`config.mk`:
```
export PLATFORM = sky130hd
export DESIGN_NAME = reg_file_mp
export DESIGN_NICKNAME = d
export VERILOG_FILES = /design/src/rtl/reg_file_mp.sv
export SDC_FILE = /design/constraint.sdc
export NUM_CORES = 1
export LEC_CHECK = 0
export CAP_MARGIN = 30
export CELL_PAD_IN_SITES_DETAIL_PLACEMENT = 1
export CELL_PAD_IN_SITES_GLOBAL_PLACEMENT = 1
export CORE_UTILIZATION = 56
export CTS_BUF_LIST = sky130_fd_sc_hd__clkbuf_4 sky130_fd_sc_hd__clkbuf_8
export DETAILED_ROUTE_END_ITERATION = 10
export PLACE_DENSITY_LB_ADDON = 0.1
export SLEW_MARGIN = 20
export SYNTH_ARGS = -nofsm -noshare
export SYNTH_HDL_FRONTEND = slang
export SYNTH_SLANG_ARGS = --single-unit
```
`constraint.sdc`:
```
create_clock -name RF_clk -period 4.14 [get_ports RF_clk]
set_clock_uncertainty 0.15 [all_clocks]
set_input_delay 0.414 -clock RF_clk [delete_from_list [all_inputs] [get_ports RF_clk]]
set_output_delay 0.414 -clock RF_clk [all_outputs]
set_load 0.05 [all_outputs]
```
`src/rtl/reg_file_mp.sv`:
```
// ---------------------------------------------------------------------------
// reg_file_mp
// Parametrised register file with NUM_RD combinational read ports, one write
// port, optional write-to-read bypass, optional hardwired-zero entry 0, a
// pending-write scoreboard for hazard detection and a sequential clear sweep
// that zeroes every entry after reset.
//
// Ports
//   RF_clk       clock, all state changes on the rising edge
//   RF_rst       synchronous active-high reset (restarts the clear sweep)
//   RF_EN        write enable
//   RF_WA/RF_WD  write address / data
//   RF_ADDR      packed read addresses, port i = [i*ADDR_W +: ADDR_W]
//   RF_RS        packed read data,     port i = [i*DATA_W +: DATA_W]
//   RF_RSV_EN    reserve request for RF_RSV_ADDR (marks entry pending)
//   RF_RSV_ADDR  address to reserve
//   RF_PEND      per read port: addressed entry has an outstanding reservation
//   RF_READY     clear sweep finished, writes and reservations accepted
// ---------------------------------------------------------------------------
module reg_file_mp #(
   parameter int unsigned DATA_W   = 32,
   parameter int unsigned ADDR_W   = 5,
   parameter int unsigned NUM_RD   = 2,
   parameter int unsigned ZERO_REG = 1,
   parameter int unsigned BYPASS   = 1
) (
   input  logic                       RF_clk,
   input  logic                       RF_rst,
   input  logic                       RF_EN,
   input  logic [ADDR_W-1:0]          RF_WA,
   input  logic [DATA_W-1:0]          RF_WD,
   input  logic [NUM_RD*ADDR_W-1:0]   RF_ADDR,
   output logic [NUM_RD*DATA_W-1:0]   RF_RS,
   input  logic                       RF_RSV_EN,
   input  logic [ADDR_W-1:0]          RF_RSV_ADDR,
   output logic [NUM_RD-1:0]          RF_PEND,
   output logic                       RF_READY
);

   localparam int unsigned      DEPTH    = 32'd1 << ADDR_W;
   // Sweep index of the final entry; reaching it ends the clear sweep.
   localparam logic [ADDR_W:0]  CLR_LAST = (ADDR_W + 1)'(DEPTH - 32'd1);

   typedef enum logic {
      ST_CLEAR = 1'b0,
      ST_READY = 1'b1
   } state_e;

   state_e              state_q;
   logic [ADDR_W:0]     clr_cnt_q;
   logic                ready_q;
   logic [DEPTH-1:0]    pend_q;
   logic [DEPTH-1:0]    pend_d;
   logic [DATA_W-1:0]   mem_q [DEPTH];

   logic                ready_s;
   logic                wr_ok_s;
   logic                rsv_ok_s;
   logic                sweep_we_s;
   logic                wr_we_s;

   // True when the address selects the hardwired-zero entry.
   function automatic logic is_zero_reg(input logic [ADDR_W-1:0] addr);
      return (ZERO_REG != 32'd0) && (addr == '0);
   endfunction

   assign ready_s    = (state_q == ST_READY);
   assign wr_ok_s    = ready_s && RF_EN && !is_zero_reg(RF_WA);
   assign rsv_ok_s   = ready_s && RF_RSV_EN && !is_zero_reg(RF_RSV_ADDR);
   // Storage is never touched on a reset edge; the sweep zeroes it afterwards.
   assign sweep_we_s = !RF_rst && (state_q == ST_CLEAR);
   assign wr_we_s    = !RF_rst && wr_ok_s;
   assign RF_READY   = ready_q;

   // Scoreboard next state: a reservation wins over a same-cycle write
   // because it names a newer producer for that entry.
   always_comb begin
      pend_d = pend_q;
      for (int unsigned k = 0; k < DEPTH; k++) begin
         pend_d[k] = (rsv_ok_s && (RF_RSV_ADDR == ADDR_W'(k))) ? 1'b1 :
                     (wr_ok_s  && (RF_WA       == ADDR_W'(k))) ? 1'b0 :
                     pend_q[k];
      end
   end

   // Control FSM: clear sweep, ready flag and pending bits.
   always_ff @(posedge RF_clk) begin
      if (RF_rst) begin
         state_q   <= ST_CLEAR;
         clr_cnt_q <= '0;
         ready_q   <= 1'b0;
         pend_q    <= '0;
      end else begin
         case (state_q)
            ST_CLEAR: begin
               clr_cnt_q <= clr_cnt_q + (ADDR_W + 1)'(1);
               if (clr_cnt_q == CLR_LAST) begin
                  state_q <= ST_READY;
                  ready_q <= 1'b1;
               end
            end
            ST_READY: begin
               pend_q <= pend_d;
            end
            default: begin
               state_q   <= ST_CLEAR;
               clr_cnt_q <= '0;
               ready_q   <= 1'b0;
               pend_q    <= '0;
            end
         endcase
      end
   end

   // Storage array: sweep zeroing during CLEAR, normal writes in READY.
   always_ff @(posedge RF_clk) begin
      if (sweep_we_s) begin
         mem_q[clr_cnt_q[ADDR_W-1:0]] <= '0;
      end else if (wr_we_s) begin
         mem_q[RF_WA] <= RF_WD;
      end
   end

   for (genvar g = 0; g < NUM_RD; g++) begin : g_rd
      logic [ADDR_W-1:0] addr_s;
      logic              zero_s;
      logic              hit_s;
      logic [DATA_W-1:0] rs_s;
      logic              pend_s;

      assign addr_s = RF_ADDR[g*ADDR_W +: ADDR_W];
      assign zero_s = is_zero_reg(addr_s);
      // Same-cycle write forwarding to this port.
      assign hit_s  = (BYPASS != 32'd0) && RF_EN && ready_s && (RF_WA == addr_s);

      // Read mux: zero while clearing or for entry 0, then bypass, then array.
      always_comb begin
         rs_s = '0;
         if (!ready_s || zero_s) begin
            rs_s = '0;
         end else if (hit_s) begin
            rs_s = RF_WD;
         end else begin
            rs_s = mem_q[addr_s];
         end
      end

      // A bypassed write satisfies the reservation this very cycle.
      always_comb begin
         pend_s = 1'b0;
         if (!ready_s || zero_s) begin
            pend_s = 1'b0;
         end else begin
            pend_s = pend_q[addr_s] && !hit_s;
         end
      end

      assign RF_RS[g*DATA_W +: DATA_W] = rs_s;
      assign RF_PEND[g]                = pend_s;
   end

endmodule

```
== Yosys cells after proc, flatten, opt, wreduce, memory -nomap -nowiden ==
Memory sizes are Yosys's and may differ from the RTL's.
Cells that the tools add are included.
W data, S select, Z words.
Storage, ports and cells
  bits in registers: 40
  logic and storage cells: 341
  memories kept: 1
  bits in writable memories: 1024
  input port bits: 56
Memories
  mem_q: depth 32, width 32, read ports 2, clocked after memory_dff 0, wr ports 1, RTL line 54  | logic [DATA_W-1:0] mem_q [DEPTH];
Cells by class
  equality and inequality tests: 65
  magnitude comparators: 2
  mux-type cells: 84
  bitwise operators: 1
  $add $sub $neg: 1
  reduce and logical (&&, ||, !) cells: 152
Operator list (count)
  $eq A5 B5 Y1 const B: 32
  $mux W32: 5
  $eq A5 B4 Y1 const B: 16
  $mux W1: 76
  $logic_and A1 B1 Y1: 74
  $reduce_and A2 Y1: 33
  $reduce_bool A2 Y1: 32
  $eq A5 B3 Y1 const B: 8
  $reduce_or A32 Y1: 1
  $eq A5 B2 Y1 const B: 4
  $logic_not A5 Y1: 4
  $lt A5 B6 Y1 const B: 2
  $bmux W1 S5: 2
  $eq A5 B1 Y1 const B: 2
  $eq A5 B5 Y1: 2
  $add A6 B1 Y6 const B: 1
  $eq A6 B5 Y1 const B: 1
  $logic_not A1 Y1: 6
  $mux W5: 1
  $logic_or A1 B1 Y1: 2
  $not A1 Y1: 1

== Longest topological paths before layout ==
Gate-level depths: netlist (run 1).
  word-level depth: 9
  gate-level depth with buffers: 11
  depth with buffers taken out: 5

== Worst setup path before layout (run 1) ==
OpenSTA, ideal clock, no wires.
  kind: input -> register
  start point: input port RF_WA[3]
  end point: memory mem_q[2][0] (enable)
  setup slack: 0.264 ns
  setup time: 0.421 ns
  stages on the path: 7
  arrival: 3.305 ns
  cells stage by stage: clkbuf_1 -> nor3_1 -> a211oi_1 -> buf_2 -> mux2i_1 -> nand2b_1 -> nor2_1
Between the ends
  longest elaborated chain between the ends: 9
RTL lines
  start, declared: RTL line 30  | input logic [ADDR_W-1:0] RF_WA,
  $logic_not A5 Y1: RTL line 64  | return (ZERO_REG != 32'd0) && (addr == '0);
  $logic_not A1 Y1: RTL line 68  | assign wr_ok_s = ready_s && RF_EN && !is_zero_reg(RF_WA);
  $logic_and A1 B1 Y1: RTL line 68
  $logic_and A1 B1 Y1: RTL line 72  | assign wr_we_s = !RF_rst && wr_ok_s;
  $mux W1: RTL line 119  | end else if (wr_we_s) begin
  $mux W1: RTL line 117  | if (sweep_we_s) begin
  $mux W1 (not written as such): RTL line 120  | mem_q[RF_WA] <= RF_WD;
  $reduce_or A32 Y1 (no source line)
  $mux W5 (no source line) or $mux W1 (tied branches)
  end, declared: RTL line 54
Parallel ways exist; a longest one is shown, timed or not.

== Worst setup path in the final report (run 1) ==
  start point: register state_q (netlist: ready_s)
  end point: output port RF_RS[54]
Between the ends
  longest elaborated chain between the ends: 4
RTL lines
  start, declared: RTL line 49  | state_e state_q;
  start signal, assigned: RTL line 89  | state_q <= ST_CLEAR;
  start signal, assigned: RTL line 98  | state_q <= ST_READY;
  start signal, assigned: RTL line 106  | state_q <= ST_CLEAR;
  $logic_and A1 B1 Y1 (2 in series): RTL line 134  | assign hit_s = (BYPASS != 32'd0) && RF_EN && ready_s && (RF_WA == addr_s);
  $mux W32: RTL line 141  | end else if (hit_s) begin
  $mux W32 (*): RTL line 139  | if (!ready_s || zero_s) begin
  end, declared: RTL line 33  | output logic [NUM_RD*DATA_W-1:0] RF_RS,
Every way passes the cells marked *; elsewhere a longest branch is shown, timed or not.

==> results.txt, run 1 <==
- Final period utilization: 0.949
- For this run, the post-layout net count is between 3000 and 4000.
* Fraction of final layout cells sized beyond drive strength 1: 0.296
- Netlist area before placement: approximately 51000 sq um
* Total congestion overflow after global routing: 0
- RSZ-0062 raised after global routing: false
- Half-perimeter wire length of the detailed placement result: 107000 um
- Aggregate global-route resource usage: 0.384
* Number of warnings printed during yosys synthesis: 0
- In the synthesized netlist, the number of instances is 2945.
- Max H-tree Level: 4
- Crit Path Category: reg2out
* Tightest Hold Check Type: reg2reg
- Max Freq: roughly 250 MHz
- Together, buffers and inverters on the worst path number 2.
- Most frequent cells in the layout: sky130_fd_sc_hd__edfxtp_1 (1024), sky130_fd_sc_hd__mux4_2 (392), sky130_fd_sc_hd__mux2i_1 (336)
- The worst setup path is launched from a flop.
- Growth of design area from synthesis to finish: 15.2%
- Headroom to the max-slew limit: 0.404
- Setup violations remaining at the end of the flow were counted as 0.
* Biggest area contributors in the synthesized netlist: sky130_fd_sc_hd__edfxtp_1 (60%), sky130_fd_sc_hd__mux4_2 (17%), sky130_fd_sc_hd__mux2i_1 (6.6%)
- Clock-pin transition on the worst setup and hold timing paths: approximately 0.06 ns
- In the routed design, unresolved DRC markers number 0.
- After detailed routing, the wire length on met1 is around 63000 um.
- The startpoint identified for the worst hold timing path is RF_READY.
- Total power for the finished layout comes to approximately 22 mW.
* Number of max-cap violations: 0
* Min-Delay Path Depth: 2
- The first detailed-routing pass took 5 iterations.
- Buffers inserted to repair hold after CTS numbered 0.
* CTS tree: done
- Placeable core region: about 90000 sq um
- Post-synth EDFFs: 1024
- Die span in y: a little over 300 um
* Pin count of the biggest net entering global routing: 61
- PortBufs: between 100 and 150
- OpenSTA, run right after detailed placement, puts the worst setup slack at between 0.4 and 0.5 ns.
* Slack of the worst reg-to-reg path: 1.02 ns
- Data arrives at the worst endpoint at roughly 3.4 ns.
- Of the synthesized area, sequential elements account for 0.619.
- Detailed routing placed a total of between 80000 and 90000 um of wire on met2.
* Number of buffers inserted during clock tree synthesis: 170
- # resized after CTS: 0
- Number of antenna violations at the first check in global routing: 7
* Data required time at the worst endpoint: approximately 3.6 ns
* Endpoint of the worst hold path: RF_READY
- DR iter-0 viols: approximately 4200
- Along the worst path, the maximum fanout reaches 27.
* Vias after detailed routing: between 30000 and 40000
- Clk Latency, worst-skew pair: roughly 0.86 ns
- CTS saw about 1100 sinks.
- In this run the horizontal extent of the chip is just over 300 um.
- On the worst path, the slowest cell contributes a delay of approximately 0.51 ns.
- CP cell instances: and2_1, nand3_1, o211ai_1, buf_12, a21oi_1, a211o_1, buf_4
- Among all flip-flop cells after synthesis, the most frequent one is sky130_fd_sc_hd__edfxtp_1.
* Final hold violations: 0
- Max Slew Vio Count: 0
* Worst-case hold slack: roughly 0.33 ns
- Vias per cell: between 7 and 8
- After detailed routing, the total wire length is between 150000 and 200000 um.
- Vias in the first global route: between 30000 and 40000
* Average size of a mapped cell: 17.3 sq um
- The largest total area in the synthesized netlist belongs to sky130_fd_sc_hd__edfxtp_1.
* Final setup margin: 0.211 ns
* Static power due to leakage: 21.5 nW
- Die area: 92200 sq um
* Buffer cell driving the clock tree root: sky130_fd_sc_hd__clkbuf_8
* Launch instance of the worst register-to-register path: ready_s
- IO Pins: ~120
- After floorplanning, the core was divided into between 100 and 150 placement rows.
* Post-layout minimum cycle time: around 3.9 ns
- Setup total negative slack on the finished layout was measured at 0 ns.
- First-pass GRT wire length: 252000 um
- Measured slew at the worst slew-check pin: 0.893 ns
- Of all flip-flops after synthesis, the portion carrying an async set or reset was 0.
- The cell family contributing the most delay on the critical path is compound AO/OA/AOI/OAI gates.
* Final core area utilization: 0.652
- Final RePlAce weighted congestion: 0.924
- Most common cell after layout, fill and taps aside: sky130_fd_sc_hd__edfxtp_1
- Power density relative to cell area: 379 nW/um^2
- The share of synthesized area in the top cell type comes to 0.603.
* Status: complete, no violations
- Standard cell with the maximum stage delay on the critical path: sky130_fd_sc_hd__dfxtp_2
- Total length of routed met3 wires: around 19000 um
- Final ANT Viol Nets: 0
* Maximum count of clock buffers along a single path: 3
- Initial Utilization: 0.566
- Synth cell types: 51
- DR top layer: met5
* Buffers inserted during post-CTS setup optimization: 0
- STA classifies the critical path endpoint as an output pin.
- Counting every net in the synthesized netlist gives 3002.
* Post-detailed-route wirelength per cell: 38.9 um
- After synthesis the netlist holds a flip-flop and latch count of 1064.
- Worst-case reg-to-reg path depth: 6
- VDD sags by at most between 300 and 400 uV.
- The worst register-to-register path ends at mem_q[26][12].
==> where the power goes <==
part / internal [mW] / switching [mW] / total (mW)
clock: 4.53 / 4.29 / 8.82
sequential: 11.7 / 0.0326 / 11.7
combinational: 0.689 / 1.01 / 1.70
total: 16.9 / 5.33 / 22.2
==> sequential cells by signal, summed over array words and instances, names as in the netlist <==
signal     flops
mem_q       1024
pend_q        32
clr_cnt_q      6
RF_READY       1
ready_s        1
==> worst register-to-register path, delay by kind of cell, from the launching register on <==
| family | cells | cell delay (ns) |
|---|---|---|
| buffers and inverters | 1 | 0.24 |
| AND/OR/NAND/NOR | 3 | 1.09 |
| AO/OA/AOI/OAI | 2 | 0.78 |
| flip-flops | 1 | 0.51 |
==> Yosys cell counts (all sizes together), types with 4 or more instances <==
cell and n:
nand2 74, dfxtp 40, nor2b 18, inv 5, nand2b 11, nor2 59, edfxtp 1024, a221oi 128
o211ai 35, o21ai 34, mux4 399, buf 102, o221ai 5, and2 64, xor2 6, mux2i 336
nor3 5, and3 34, nand3 40, a21oi 128, nor3b 4, clkbuf 143, a211oi 6, xnor2 8
a221o 30, a211o 32, o21bai 60, a22oi 94
==> layer usage <==
| metal | vias to the layer above | GRT usage |
|---|---|---|
| li1 | 13050 | - |
| met1 | 17603 | 0.498 |
| met2 | 2349 | 0.611 |
| met3 | 585 | 0.0902 |
| met4 | 6 | 0.196 |
| met5 | - | 0 |
==> stage by stage <==
stage / cells / instance area (sq um)
floorplan: 2945 / 51000
global placement: 4202 / 55400
detailed placement: 4204 / 55500
CTS: 4509 / 58700
global route: 4512 / 58700
finish: 4512 / 58700
==> final cells by class <==
cell class	count	area (sq um)
diodes	2	5.00
clock buffers	224	2760
clock inverters	81	453
fillers	7663	31300
inverters	5	21.3
multi-input cells	1631	18600
flip-flops and latches	1064	31600
well taps	1176	1470
repair buffers	329	3850
==> worst max path at each step <==
stage | endpoint | slack, ns | start | cells past startpoint
finish | RF_RS[54] | 0.21 | ready_s | 7
global route | RF_RS[54] | 0.15 | ready_s | 7
CTS | RF_RS[54] | 0.08 | ready_s | 7
detailed placement | mem_q[31][17] | 0.45 | RF_WA[2] | 7
global placement | mem_q[31][10] | 0.54 | RF_WA[2] | 7
floorplan | mem_q[2][0] | 0.26 | RF_WA[3] | 7
==> logic make-up (layout without fill, tap and decap cells) <==
kind of cell,after synthesis,after routing,share of synthesized area
buffers and inverters,250,639,0.0228
XOR/XNOR,14,14,0.00241
AND/OR/NAND/NOR,316,316,0.0314
other,0,2,0
adder cells (fa/ha/maj),1,1,0.000245
AO/OA/AOI/OAI,562,562,0.0805
flip-flops,1064,1064,0.619
multiplexers,738,738,0.244
No activity file was read; power rests on OpenSTA's default activity.
==> run 2, diff against run 1 <==
- CORE_ASPECT_RATIO: not set -> 0.7
==> run 2 against run 1 <==
Clock power shrank 1%; first-iteration DRC count grew 23%; die area is essentially flat; hold slack lost 0.017 ns; global-route usage grew 0.32 points; routed wire length is essentially flat; sequential share of layout area grew 0.22 points; combinational power grew 3%; utilization shrank 0.35 points; critical path type unchanged; fmax shrank 2.8%.
==> results.txt, run 2 (synthesized netlist as in run 1, its figures left out) <==
- STA classifies the critical path startpoint as a flop.
- Buffers inserted during clock tree synthesis total 164.
- The initial antenna violation count came to 5.
- CTS saw ~1100 sinks.
- For the pin with the worst max-slew slack, the measured transition is between 1 and 1.5 ns.
* Most common cell after layout, fill and taps aside: sky130_fd_sc_hd__edfxtp_1
* DR DRC count: 0
- Static power due to leakage: approximately 21 nW
- The number of global-route vias before repair came to ~35000.
- Number of setup violations in the final report: 0
- At the end of routability-driven placement, the weighted congestion stood at 0.965.
- TritonCTS built the clock tree.
- Crit. End Element: output pin
* Growth of design area from synthesis to finish: 14.8%
- Number of max-cap violations: 0
- Final period utilization: 0.976
- Placement row count: about 90
* Data arrival time of the critical path: between 3 and 4 ns
* Vias after detailed routing: 33493
- Measured along the y axis, the die boundary spans roughly 250 um.
* Buffer cell driving the clock tree root: sky130_fd_sc_hd__clkbuf_8
* Largest registers ranked by flip-flop count: mem_q (1024), pend_q (32), clr_cnt_q (6)
* Data required time at the worst endpoint: roughly 3.6 ns
* Max H-tree Level: 4
- The initial utilization of the core area, before any placement, comes to 0.565.
- Aggregate global-route resource usage: 0.387
* Post-detailed-route wirelength per cell: 38.6 um
- Pin count of the biggest net entering global routing: 74
- After clock tree synthesis, the clock-pin slew on the worst setup and hold paths is around 0.060 ns.
- Tightest Hold Check Type: in2reg
* Layout Nets: roughly 3300
* Crit Path Category: reg2out
* First-pass detailed-route iteration total: 5
* First-pass GRT wire length: 252000 um
- After detailed routing, the number of vias per cell comes to roughly 7.4.
- Status: complete, no violations
- The top cell types in the final layout, fill and taps aside, are sky130_fd_sc_hd__edfxtp_1 (1024), sky130_fd_sc_hd__mux4_2 (392), sky130_fd_sc_hd__mux2i_1 (336).
* Clk Latency, worst-skew pair: about 0.86 ns
- DR iter-0 viols: 5175
- The worst path needs ~4 ns of the cycle, external delays included.
- Total congestion overflow after global routing: 0
- Headroom to the max-slew limit: 0.332
* Number of flip-flops under the largest register name: 1024
- Half-perimeter wire length of the detailed placement result: approximately 110000 um
* Min-Delay Path Depth: 2
* Fraction of final layout cells sized beyond drive strength 1: 0.297
- Final ANT Viol Nets: 0
- The floorplan step defined a die boundary enclosing about 92000 sq um.
- Measured on the finished design, the core utilization comes to 0.649.
- The longest clock path from root to sink contains 3 buffers.
- 123 I/O pins were placed.
* Power density relative to cell area: 380 nW/um^2
- Summed over all layers, the routed wires come to roughly 180000 um.
- Register with the most flip-flops: mem_q
* Max Slew Vio Count: 0
- Die Width: approximately 360 um
- Placeable core region: between 90000 and 100000 sq um
- For the final routed database, the setup TNS stands at 0 ns.
- The count of buffers added on input and output ports is roughly 120.
- In this run, post-CTS hold repair placed 0 buffers.
- Across the VDD grid, the largest voltage drop is between 300 and 400 uV.
- For this run, the top clock speed supported by timing is 247 MHz.
- The hold violation total from the final report was 0.
* Worst-case reg-to-reg path depth: 6
- Highest fanout seen on the critical path: 18
* RSZ-0062 raised after global routing: false
-- run 2: cell types whose count changed in the layout (fill, tap and decap cells not counted), moves of 2 or more --
cell | before | now
sky130_fd_sc_hd__buf_12 | 97 | 72
sky130_fd_sc_hd__clkinv_2 | 24 | 18
sky130_fd_sc_hd__buf_8 | 5 | 11
sky130_fd_sc_hd__clkinv_1 | 45 | 37
sky130_fd_sc_hd__and2_2 | 1 | 6
sky130_fd_sc_hd__diode_2 | 2 | 4
sky130_fd_sc_hd__clkinvlp_4 | 6 | 9
sky130_fd_sc_hd__buf_4 | 175 | 198
sky130_fd_sc_hd__and2_1 | 61 | 56
sky130_fd_sc_hd__clkbuf_4 | 51 | 48
sky130_fd_sc_hd__clkbuf_8 | 175 | 170
-- run 2: layer usage --
metal | GRT usage | wire [um]
met4 | 0.171 | 7520
met2 | 0.575 | 79500
met1 | 0.535 | 65100
met3 | 0.116 | 23200
met5 | 0 | 14
-- run 2: critical path, stage by stage, from the launching register on --
cell                       delay [ns]
sky130_fd_sc_hd__dfxtp_2         0.55
sky130_fd_sc_hd__inv_1           0.36
sky130_fd_sc_hd__a21oi_1         0.27
sky130_fd_sc_hd__o211ai_1        0.14
sky130_fd_sc_hd__buf_4           0.34
sky130_fd_sc_hd__a21oi_1         0.52
sky130_fd_sc_hd__a211o_1         0.19
sky130_fd_sc_hd__buf_4           0.20
-- run 2: final timing paths --
kind                   from            end  slack [ns]
setup / recovery    ready_s      RF_RS[37]         0.1
hold / removal    RF_WD[30]  mem_q[13][30]        0.31
setup reg to reg    ready_s    mem_q[6][8]        0.91
hold reg to reg    RF_READY       RF_READY        0.34
-- run 2: timing repair --
action / 4_1_cts / 5_1_grt
endpoints found under the setup margin: 9 / 0
gates resized for setup: 2 / 0
buffers inserted: 0 / 0
-- run 2: where the power goes --
part	internal, mW	total [mW]	switching, mW
Clock	4.45	8.73	4.29
Sequential	11.7	11.7	0.0339
Combinational	0.693	1.75	1.05
Total	16.8	22.2	5.38
-- run 2: cell type report --
| type | instances | area [sq um] |
|---|---|---|
| fillers | 7760 | 31700 |
| flip-flops and latches | 1064 | 31600 |
| well taps | 1222 | 1530 |
| multi-input cells | 1631 | 18600 |
| clock inverters | 71 | 443 |
| diodes | 4 | 10.0 |
| repair buffers | 334 | 3640 |
| clock buffers | 216 | 2670 |
| inverters | 5 | 21.3 |
-- run 2: through the flow --
| step | hold WS (ns) | power, mW | area, sq um | cells | worst slack, ns |
|---|---|---|---|---|---|
| 3_3_place_gp | 0.324 | 13.6 | 55200 | 4246 | 0.444 |
| 6_report | 0.314 | 22.2 | 58500 | 4547 | 0.0985 |
| 5_1_grt | 0.307 | 22.7 | 58500 | 4546 | 0.0405 |
| 2_1_floorplan | 0.309 | 13.0 | 51000 | 2945 | 0.264 |
| 3_5_place_dp | 0.323 | 13.7 | 55200 | 4250 | 0.322 |
| 4_1_cts | 0.322 | 22.2 | 58400 | 4537 | 0.157 |
==> RTL change, RTL diff (settings of run 1) <==
The parameter `DATA_W` goes from 32 to 36.
--- a/src/rtl/reg_file_mp.sv
+++ b/src/rtl/reg_file_mp.sv
@@ -18,7 +18,7 @@
 //   RF_READY     clear sweep finished, writes and reservations accepted
 // ---------------------------------------------------------------------------
 module reg_file_mp #(
-   parameter int unsigned DATA_W   = 32,
+   parameter int unsigned DATA_W   = 36,
    parameter int unsigned ADDR_W   = 5,
    parameter int unsigned NUM_RD   = 2,
    parameter int unsigned ZERO_REG = 1,
Interface: changed (resized RF_RS and RF_WD); port bits go from 123 to 135. No check against the original RTL was run, so the function may have changed too.
==> RTL change against run 1 <==
- total power increased by 12%
- cell area grew 11%
- sequential cell count grew 128
- global-route usage fell by 0.18 points
- utilization down 0.12 points
- synthesized cell count rose by 7.7%
- setup slack got worse by 120 ps
- largest power group unchanged
- non-clock buffer count increased by 10
- highest routed layer unchanged
- synthesized area up 12%
- combinational power is 8% higher
- routed wire length is 11% higher
==> RTL change: results (changes against run 1) <==
critPathMaxStageDelay_ps: 880  # was 510 ps
clock_buffers: 238  # was 224
multiInputCombCellCount: 1705  # was 1631
power_frac_seq_pct: 52.8  # was 52.7%
yosys.area_share.xor_xnor_pct: 0.215  # was 0.241%
layout-drive-gt1-share_pct: 28.5  # was 29.6%
hold_ws_ps: 242  # was 331 ps
seq_area_frac_synth_pct: 62.2  # was 61.9%
num-nonclk-inverters: 11  # was 5
avgSynthCellArea_um2: 17.9  # was 17.3 µm²
worstSkewPairLatency_ps: 890  # was 860 ps
dpl.cell_count: 4593  # was 4204
largestRegisters: "mem_q: 1152 flops, pend_q: 32 flops, clr_cnt_q: 6 flops"  # was mem_q: 1024 flops, pend_q: 32 flops, clr_cnt_q: 6 flops
synth_compound_area_share_pct: 7.86  # was 8.05%
num-nonclk-buffers: 339  # was 329
num-fill-cells: 8547  # was 7663
regArea_um2: 35400  # was 31600 µm²
r2r_setup_slack_ps: 840  # was 1020 ps
syn-num-nets: 3232  # was 3002
hpwl_um: 117000  # was 107000 µm
startpoint: "RF_ADDR[2]"  # was ready_s
period_minus_slack_ps: 4050  # was 3930 ps
fin_nets: 3502  # was 3258
critPathCapture: "RF_RS[26]"  # was RF_RS[54]
dpl_cell_area_um2: 61500  # was 55500 µm²
synth_common_cells: "1152 x edfxtp_1, 410 x mux2i_1, 382 x mux4_2, 145 x a221oi_1, 130 x o21ai_0"  # was 1024 x edfxtp_1, 392 x mux4_2, 336 x mux2i_1, 143 x clkbuf_1
synth_seq_cells: 1192  # was 1064
ir_drop_mv: 0.339  # was 0.357 mV
firstDrtPassIters: 6  # was 5
arrival_ps: 3480  # was 3370 ps
synthAdderAreaFrac_pct: 0.0220  # was 0.0246%
r2r-end: "mem_q[3][13]"  # was mem_q[26][12]
cts_made_buffers: 192  # was 170
multi_input_area_um2: 20400  # was 18600 µm²
io_buffers: 134  # was 122
vias: 36876  # was 33.6k
relSlewSlack_pct: 32.4  # was 40.4%
n_antenna_cell: 10  # was 2
via_per_inst: 7.42  # was 7.45
status: "complete, no violations"  # unchanged
critPathLaunchType: "input pin"  # was flop
yosysUniqueCellTypes: 53  # was 51
wl_um: 195000  # was 175000 µm
clk_share_pct: 5.61  # was 5.48%
p_switching_w: 0.00601  # was 0.00533 W
synthTopCellsByArea: "edfxtp_1 61%, mux4_2 15%, mux2i_1 7.2%"  # was edfxtp_1 60%, mux4_2 17%, mux2i_1 6.6%
powerDensity_nw_per_um2: 381  # was 379 nW/µm²
grtUsageTotal_pct: 38.2  # was 38.4%
synth_mux_area_share_pct: 25.3  # was 24.4%
area.growth.synth_to_final_pct: 14.9  # was 15.2%
leakage_nw: 20.1  # was 21.5 nW
combPwrFrac_pct: 7.3  # was 7.6%
grt_pass1_wl_um: 277000  # was 252000 µm
holdCritPathClass: "in -> reg"  # was reg -> reg
post-place-ws_ps: 207  # was 449 ps
grt_pass1_vias: 38888  # was 35.6k
buf_share_pct: 6.40  # was 6.57%
synth_edf_count: 1152  # was 1024
-- RTL change: per-layer routing --
| metal | global-route usage, % | wire length [µm] | share of wire [%] | vias to the layer above |
|---|---|---|---|---|
| li1 | - | - | - | 14319 |
| met2 | 60.1 | 93100 | 48 | 2639 |
| met5 | 0 | 30 | 0.015 | - |
| met4 | 20.1 | 10300 | 5.3 | 6 |
| met3 | 8.34 | 20800 | 11 | 556 |
| met1 | 50.3 | 70500 | 36 | 19356 |
-- RTL change: worst min-delay path by stage --
| stage | startpoint | to | depth (start not counted) |
|---|---|---|---|
| floorplan | pend_q[0] | pend_q[0] | 1 |
| global placement | RF_READY | RF_READY | 2 |
| detailed placement | pend_q[3] | pend_q[3] | 2 |
| CTS | RF_RSV_ADDR[0] | pend_q[19] | 3 |
| global route | RF_RSV_ADDR[0] | pend_q[19] | 3 |
| finish | RF_rst | clr_cnt_q[1] | 3 |
